**src/rtl/norm_mult_pkg.sv**
```systemverilog
`default_nettype none
// ============================================================================
// Module      : norm_mult_pkg
// Description : Shared overflow-mode encodings and pipeline latency for
//               norm_mult_pipe.
// Revision    : 1.0 - initial release
// ============================================================================
package norm_mult_pkg;

    localparam logic [1:0] OFLOW_WRAP = 2'b00;
    localparam logic [1:0] OFLOW_KILL = 2'b01;
    localparam logic [1:0] OFLOW_SAT  = 2'b10;

    localparam int NORM_MULT_LAT = 5;

endpackage : norm_mult_pkg
`default_nettype wire

```
**src/rtl/norm_mult_pipe_scale_clip.sv**
```systemverilog
`default_nettype none
// ============================================================================
// Module      : scale_clip
// Description : Combinational slice of a signed product with overflow detect
//               and wrap/kill/saturate handling. NORM_MULT_ROUND_EN selects
//               round-half-up instead of truncation.
// Revision    : 1.0 - initial release
// ============================================================================
module scale_clip
    import norm_mult_pkg::*;
#(
    parameter int IN_W  = 30,
    parameter int OUT_W = 16,
    parameter int SHIFT = 6
) (
    input  logic [IN_W-1:0]  din,
    input  logic [1:0]       mode,
    output logic [OUT_W-1:0] dout,
    output logic             oflow
);

    // Extension covers every slice position, so the top field always exists.
    localparam int c_ext_w   = IN_W + OUT_W + 1;
    localparam int c_top_lsb = SHIFT + OUT_W - 1;

`ifdef NORM_MULT_ROUND_EN
    localparam logic [c_ext_w-1:0] c_rnd =
        (SHIFT > 0) ? (c_ext_w'(1) << ((SHIFT > 0) ? SHIFT - 1 : 0)) : '0;
`else
    localparam logic [c_ext_w-1:0] c_rnd = '0;
`endif

    localparam logic [OUT_W-1:0] c_pos_max = {1'b0, {(OUT_W-1){1'b1}}};
    localparam logic [OUT_W-1:0] c_neg_max = {1'b1, {(OUT_W-1){1'b0}}};

    logic [c_ext_w-1:0]           w_ext;
    logic [c_ext_w-c_top_lsb-1:0] w_top;
    logic [OUT_W-1:0]             w_slice;
    logic                         w_neg;
    logic                         unused_ext;

    assign w_ext      = {{(OUT_W+1){din[IN_W-1]}}, din} + c_rnd;
    assign w_top      = w_ext[c_ext_w-1:c_top_lsb];
    assign w_slice    = w_ext[c_top_lsb:SHIFT];
    assign w_neg      = w_ext[c_ext_w-1];
    assign oflow      = !((&w_top) || (~|w_top));
    assign unused_ext = ^w_ext;

    always_comb begin
        dout = w_slice;
        if (oflow) begin
            case (mode)
                OFLOW_WRAP: dout = w_slice;
                OFLOW_SAT:  dout = w_neg ? c_neg_max : c_pos_max;
                default:    dout = '0;
            endcase
        end
    end

endmodule : scale_clip
`default_nettype wire

```
**src/rtl/norm_mult_pipe.sv**
```systemverilog
`default_nettype none
// ============================================================================
// Module      : norm_mult_pipe
// Description : 5-stage signed gain x normalisation multiplier with per-stage
//               overflow handling, sticky flags and a saturating event counter.
//               Optional macro: NORM_MULT_ROUND_EN (round-half-up slicing).
// Revision    : 1.0 - initial release
// ============================================================================
module norm_mult_pipe
    import norm_mult_pkg::*;
#(
    parameter int DIN_W      = 16,
    parameter int GAIN_W     = 14,
    parameter int LUT_W      = 18,
    parameter int DOUT_W     = 16,
    parameter int GAIN_SHIFT = 6,
    parameter int NORM_SHIFT = 15,
    parameter int OCNT_W     = 16
) (
    input  logic              clk,
    input  logic              rst,
    input  logic              din_valid,
    input  logic [DIN_W-1:0]  din,
    input  logic [GAIN_W-1:0] gain,
    input  logic [LUT_W-1:0]  lut_val,
    input  logic              use_diode,
    input  logic [1:0]        oflow_mode,
    input  logic              clr_oflow,
    output logic              dout_valid,
    output logic [DOUT_W-1:0] dout,
    output logic              gain_oflow,
    output logic              norm_oflow,
    output logic              oflow_pulse,
    output logic [OCNT_W-1:0] oflow_count
);

    localparam int c_gprod_w = DIN_W + GAIN_W;
    localparam int c_nprod_w = DIN_W + LUT_W;

    // Quasi-static controls cross in through plain flop chains kept out of SRLs/DSPs.
    (* shreg_extract = "no", use_dsp = "no" *) logic [GAIN_W-1:0] r_gain_m;
    (* shreg_extract = "no", use_dsp = "no" *) logic [GAIN_W-1:0] r_gain_q;
    (* shreg_extract = "no", use_dsp = "no" *) logic [LUT_W-1:0]  r_lut_m;
    (* shreg_extract = "no", use_dsp = "no" *) logic [LUT_W-1:0]  r_lut_q;

    logic                        r1_valid;
    logic [DIN_W-1:0]            r1_din;
    logic                        r2_valid;
    logic signed [c_gprod_w-1:0] r2_gprod;
    logic                        r3_valid;
    logic [DIN_W-1:0]            r3_gout;
    logic                        r3_gof;
    logic                        r4_valid;
    logic signed [c_nprod_w-1:0] r4_nprod;
    logic [DIN_W-1:0]            r4_gout;
    logic                        r4_gof;

    logic signed [c_gprod_w-1:0] w_gprod;
    logic signed [c_nprod_w-1:0] w_nprod;
    logic [DIN_W-1:0]            w_gout;
    logic                        w_gof;
    logic [DOUT_W-1:0]           w_dio_out;
    logic                        w_dio_of;
    logic [DOUT_W-1:0]           w_byp_out;
    logic                        w_byp_of;
    logic [DOUT_W-1:0]           w_nout;
    logic                        w_nof;
    logic                        w_gev;
    logic                        w_nev;
    logic                        w_ev;
    logic                        w_cnt_max;

    assign w_gprod = $signed(r1_din) * $signed(r_gain_q);
    assign w_nprod = $signed(r3_gout) * $signed(r_lut_q);

    scale_clip #(
        .IN_W  (c_gprod_w),
        .OUT_W (DIN_W),
        .SHIFT (GAIN_SHIFT)
    ) u_gain_clip (
        .din   (r2_gprod),
        .mode  (oflow_mode),
        .dout  (w_gout),
        .oflow (w_gof)
    );

    scale_clip #(
        .IN_W  (c_nprod_w),
        .OUT_W (DOUT_W),
        .SHIFT (NORM_SHIFT)
    ) u_norm_clip (
        .din   (r4_nprod),
        .mode  (oflow_mode),
        .dout  (w_dio_out),
        .oflow (w_dio_of)
    );

    // Bypass path: plain resize of the gain-stage result to the output width.
    scale_clip #(
        .IN_W  (DIN_W),
        .OUT_W (DOUT_W),
        .SHIFT (0)
    ) u_bypass_clip (
        .din   (r4_gout),
        .mode  (oflow_mode),
        .dout  (w_byp_out),
        .oflow (w_byp_of)
    );

    assign w_nout    = use_diode ? w_dio_out : w_byp_out;
    assign w_nof     = use_diode ? w_dio_of  : w_byp_of;
    assign w_gev     = r4_valid & r4_gof;
    assign w_nev     = r4_valid & w_nof;
    assign w_ev      = w_gev | w_nev;
    assign w_cnt_max = &oflow_count;

    always_ff @(posedge clk or posedge rst) begin
        if (rst) begin
            r_gain_m <= '0;
            r_gain_q <= '0;
            r_lut_m  <= '0;
            r_lut_q  <= '0;
        end else begin
            r_gain_m <= gain;
            r_gain_q <= r_gain_m;
            r_lut_m  <= lut_val;
            r_lut_q  <= r_lut_m;
        end
    end

    always_ff @(posedge clk or posedge rst) begin
        if (rst) begin
            r1_valid <= 1'b0;
            r1_din   <= '0;
            r2_valid <= 1'b0;
            r2_gprod <= '0;
            r3_valid <= 1'b0;
            r3_gout  <= '0;
            r3_gof   <= 1'b0;
            r4_valid <= 1'b0;
            r4_nprod <= '0;
            r4_gout  <= '0;
            r4_gof   <= 1'b0;
        end else begin
            r1_valid <= din_valid;
            r1_din   <= din;
            r2_valid <= r1_valid;
            r2_gprod <= w_gprod;
            r3_valid <= r2_valid;
            r3_gout  <= w_gout;
            r3_gof   <= r2_valid & w_gof;
            r4_valid <= r3_valid;
            r4_nprod <= w_nprod;
            r4_gout  <= r3_gout;
            r4_gof   <= r3_gof;
        end
    end

    // Flags and counter update on the same edge that presents the sample.
    always_ff @(posedge clk or posedge rst) begin
        if (rst) begin
            dout_valid  <= 1'b0;
            dout        <= '0;
            oflow_pulse <= 1'b0;
            gain_oflow  <= 1'b0;
            norm_oflow  <= 1'b0;
            oflow_count <= '0;
        end else begin
            dout_valid  <= r4_valid;
            dout        <= w_nout;
            oflow_pulse <= w_ev;
            gain_oflow  <= w_gev | (gain_oflow & ~clr_oflow);
            norm_oflow  <= w_nev | (norm_oflow & ~clr_oflow);
            if (clr_oflow) begin
                oflow_count <= OCNT_W'(w_ev);
            end else if (w_ev && !w_cnt_max) begin
                oflow_count <= oflow_count + OCNT_W'(1);
            end
        end
    end

endmodule : norm_mult_pipe
`default_nettype wire

```
**config.mk**
```make
export PLATFORM = sky130hd
export DESIGN_NAME = norm_mult_pipe
export DESIGN_NICKNAME = d
export VERILOG_FILES = /design/src/rtl/norm_mult_pkg.sv /design/src/rtl/norm_mult_pipe_scale_clip.sv /design/src/rtl/norm_mult_pipe.sv
export SDC_FILE = /design/constraint.sdc
export NUM_CORES = 2
export LEC_CHECK = 0
export CAP_MARGIN = 5
export CORE_MARGIN = 10
export CORE_UTILIZATION = 45
export DETAILED_ROUTE_END_ITERATION = 8
export DONT_BUFFER_PORTS = 1
export HOLD_SLACK_MARGIN = 0.08
export SLEW_MARGIN = 10
export SYNTH_ARGS = -nofsm -noshare
export SYNTH_HDL_FRONTEND = slang
export SYNTH_HIERARCHICAL = 1
export SYNTH_SLANG_ARGS = --single-unit
```
**constraint.sdc**
```tcl
create_clock -name clk -period 9.9 [get_ports clk]
set_input_delay 1.98 -clock clk [delete_from_list [all_inputs] [get_ports clk]]
set_output_delay 1.98 -clock clk [all_outputs]
set_load 0.01 [all_outputs]
```
==> summary.md <==
| Metric | Value |
|---|---|
| Initial cell density of the core | 0.4534 |
| ANT nets after route | 0 |
| Multi-input logic area | 17,930 sq um |
| Initial antenna violation count | 4 |
| Via count | 15,943 |
| Die ar. | 66,630 sq um |
| 1st-iter DRT viols | 731 |
| Fillers | 5,319 |
| Hold buffer count at cts | 0 |
| Root buf cell | clkbuf_16 |
| Critical Path Fanout Max | 19 |
| Gpl congestion | 0.8777 |
| Final WL | 56,230 um |
| Met2 wire length | 28,910 um |
| Startpoint Class | register |
| Die H | 258.1 um |
| Die X | 258.1 um |
| Clock Latency Late Sink | 0.49 ns |
| WP data required | 10.25 ns |
| Port Buf Inserts | 0 |
| Core box area | 56,280 sq um |
| Endpoints failing hold | 0 |
| CTS tree | done |
| Row cnt | 87 |
| Share of layout cells above drive strength 1 | 0.04067 |
| # DRC | 0 |
| Register area | 4930 sq um |
| Slew @ Worst Pin | 1.011 ns |
| Avg Cell Area, Syn | 10.20 sq um |
| Worst EP arrival | 6.89 ns |
| CP max stage delay | 0.90 ns |
| Setup TNS | 0 ns |
| Routed vias/inst | 4.998 |
| Drt pass-1 iters | 4 |
| Worst rel slew slack | 0.3257 |
| Post-CTS Resized | 0 |
| Placed Instances | 3,158 |
| DRT met1 WL | 24,030 um |
| Fin cells | 3,190 |
| Final Skew | 0.02142 ns |
| Congestion Overflow GR | 0 |
| # nets final | 3,143 |
| Outcome | finished clean |
| Final Setup Violations | 0 |
| Maximum clock rate | 0.1528 GHz |
| Slowest CP cell | fa_1 |
| Post-CTS Setup Repair Bufs | 0 |
| Setup WS pre-CTS | 3.362 ns |
| Vias in the first global route | 17,902 |
| WL per Instance | 17.63 um |
| Syn nets | 3,224 |
| Worst-path clk slew | 0.09 ns |
| RSZ-0062 raised after global routing | no |
| Worst Path Buf+Inv | 3 |
| Slew Limit Fails | 0 |
| Worst-path cell chain | nand2_1 -> inv_1 -> fa_1 -> fa_1 -> fa_1 -> fa_1 -> fa_1 -> inv_1 -> fa_1 -> inv_1 -> ha_1 -> and3_1 -> and3_1 -> a32o_1 -> o31a_1 -> nor3_2 -> o31ai_1 -> xor2_1 |
| Clk buf depth | 2 |
| Area grow syn2layout | 4.109% |
| Met3 wire length | 1933 um |
| Most frequent CP cell | fa_1 |
| # diodes | 0 |
| H-tree levels | 4 |
| Worst setup margin | 3.356 ns |
| Tcrit/Tclk final | 0.6610 |
| Crit. End Element | register |
| Largest net degree at the start of global routing | 149 |
| Crit path kind | reg2reg |
| Final HPWL DP | 45,060 um |
| Cells after Synth | 2,502 |
| Fin crit period | 6.544 ns |
| Worst min-delay path category | reg2reg |
| Highest routed layer | met5 |
| Clock sink count | 197 |
| First-pass GRT wire length | 94,670 um |
| Max-Cap Viols | 0 |
| Synth Warn # | 6 |
| Netlist Area Pre-Place | 25,520 sq um |
| CP top delay family | adder cells |
| TritonCTS Buffers | 17 |
| Global-route total usage across every layer | 0.1804 |
| IO Pins | 91 |
## layer usage
layer  vias up  global-route usage
li1       7233                   -
met5         -                   0
met1      8391              0.2269
met3        68             0.02565
met4         2             0.05832
met2       249              0.3157
## flip-flops by register name (all words and copies together), names as in the netlist, 18 cells and up
name      cells
r_lut_q      18
r2_gprod     24
r4_nprod     19
r_lut_m      18
## stage by stage
stage / instance area [sq um] / hold slack, ns / util
finish: 26570 / 0.3460 / 0.4721
global route: 26570 / 0.3569 / 0.4721
CTS: 26570 / 0.3504 / 0.4721
detailed placement: 25980 / 0.3358 / 0.4617
global placement: 25980 / 0.3327 / 0.4617
floorplan: 25520 / 0.3312 / -
## layout make-up
class / count / share of cell area
multi-input combinational: 1629 / 0.6748
sequential: 197 / 0.1856
inverter: 573 / 0.08124
tap: 756 / 0.03560
clock buffer: 18 / 0.01653
clock inverter: 14 / 0.005369
timing repair buffer: 3 / 0.0008477
## placed cells by master (no fill, tap or decap), types with 3 or more instances in the layout
cell type	count
nor4_1	4
inv_1	572
mux2_2	22
nand3_1	14
nor3_1	11
o211ai_1	4
fa_1	509
a21oi_1	49
xnor2_1	43
buf_4	3
nand2b_1	25
clkinv_8	3
nand4_1	6
o21bai_1	5
a211oi_1	7
clkbuf_16	17
mux2_4	9
o21ai_1	4
nand2_1	259
mux2i_1	4
a21o_1	21
a21o_2	6
o21a_1	11
and2_1	257
and3_1	6
inv_8	4
or3_1	5
o21ai_0	24
o31ai_1	3
nor2_1	71
nor2b_1	5
ha_1	158
dfrtp_1	197
xor2_1	26
## path summary, 6_finish.rpt
check,startpoint,end,slack [ns],depth (start not counted)
setup / recovery,r3_gout[1],r4_nprod[32],3.36,18
hold / removal,r_gain_m[1],r_gain_q[1],0.35,0
setup reg to reg,r3_gout[1],r4_nprod[32],3.36,18
hold reg to reg,r_gain_m[1],r_gain_q[1],0.35,0
max in group asynchronous,rst,r_lut_m[10],6.99,2
min in group asynchronous,rst,r_gain_q[1],1.59,1
Power is left out: the tool's default activity adds up to more than one toggle a clock period on the data nets, which glitch-free logic cannot reach.
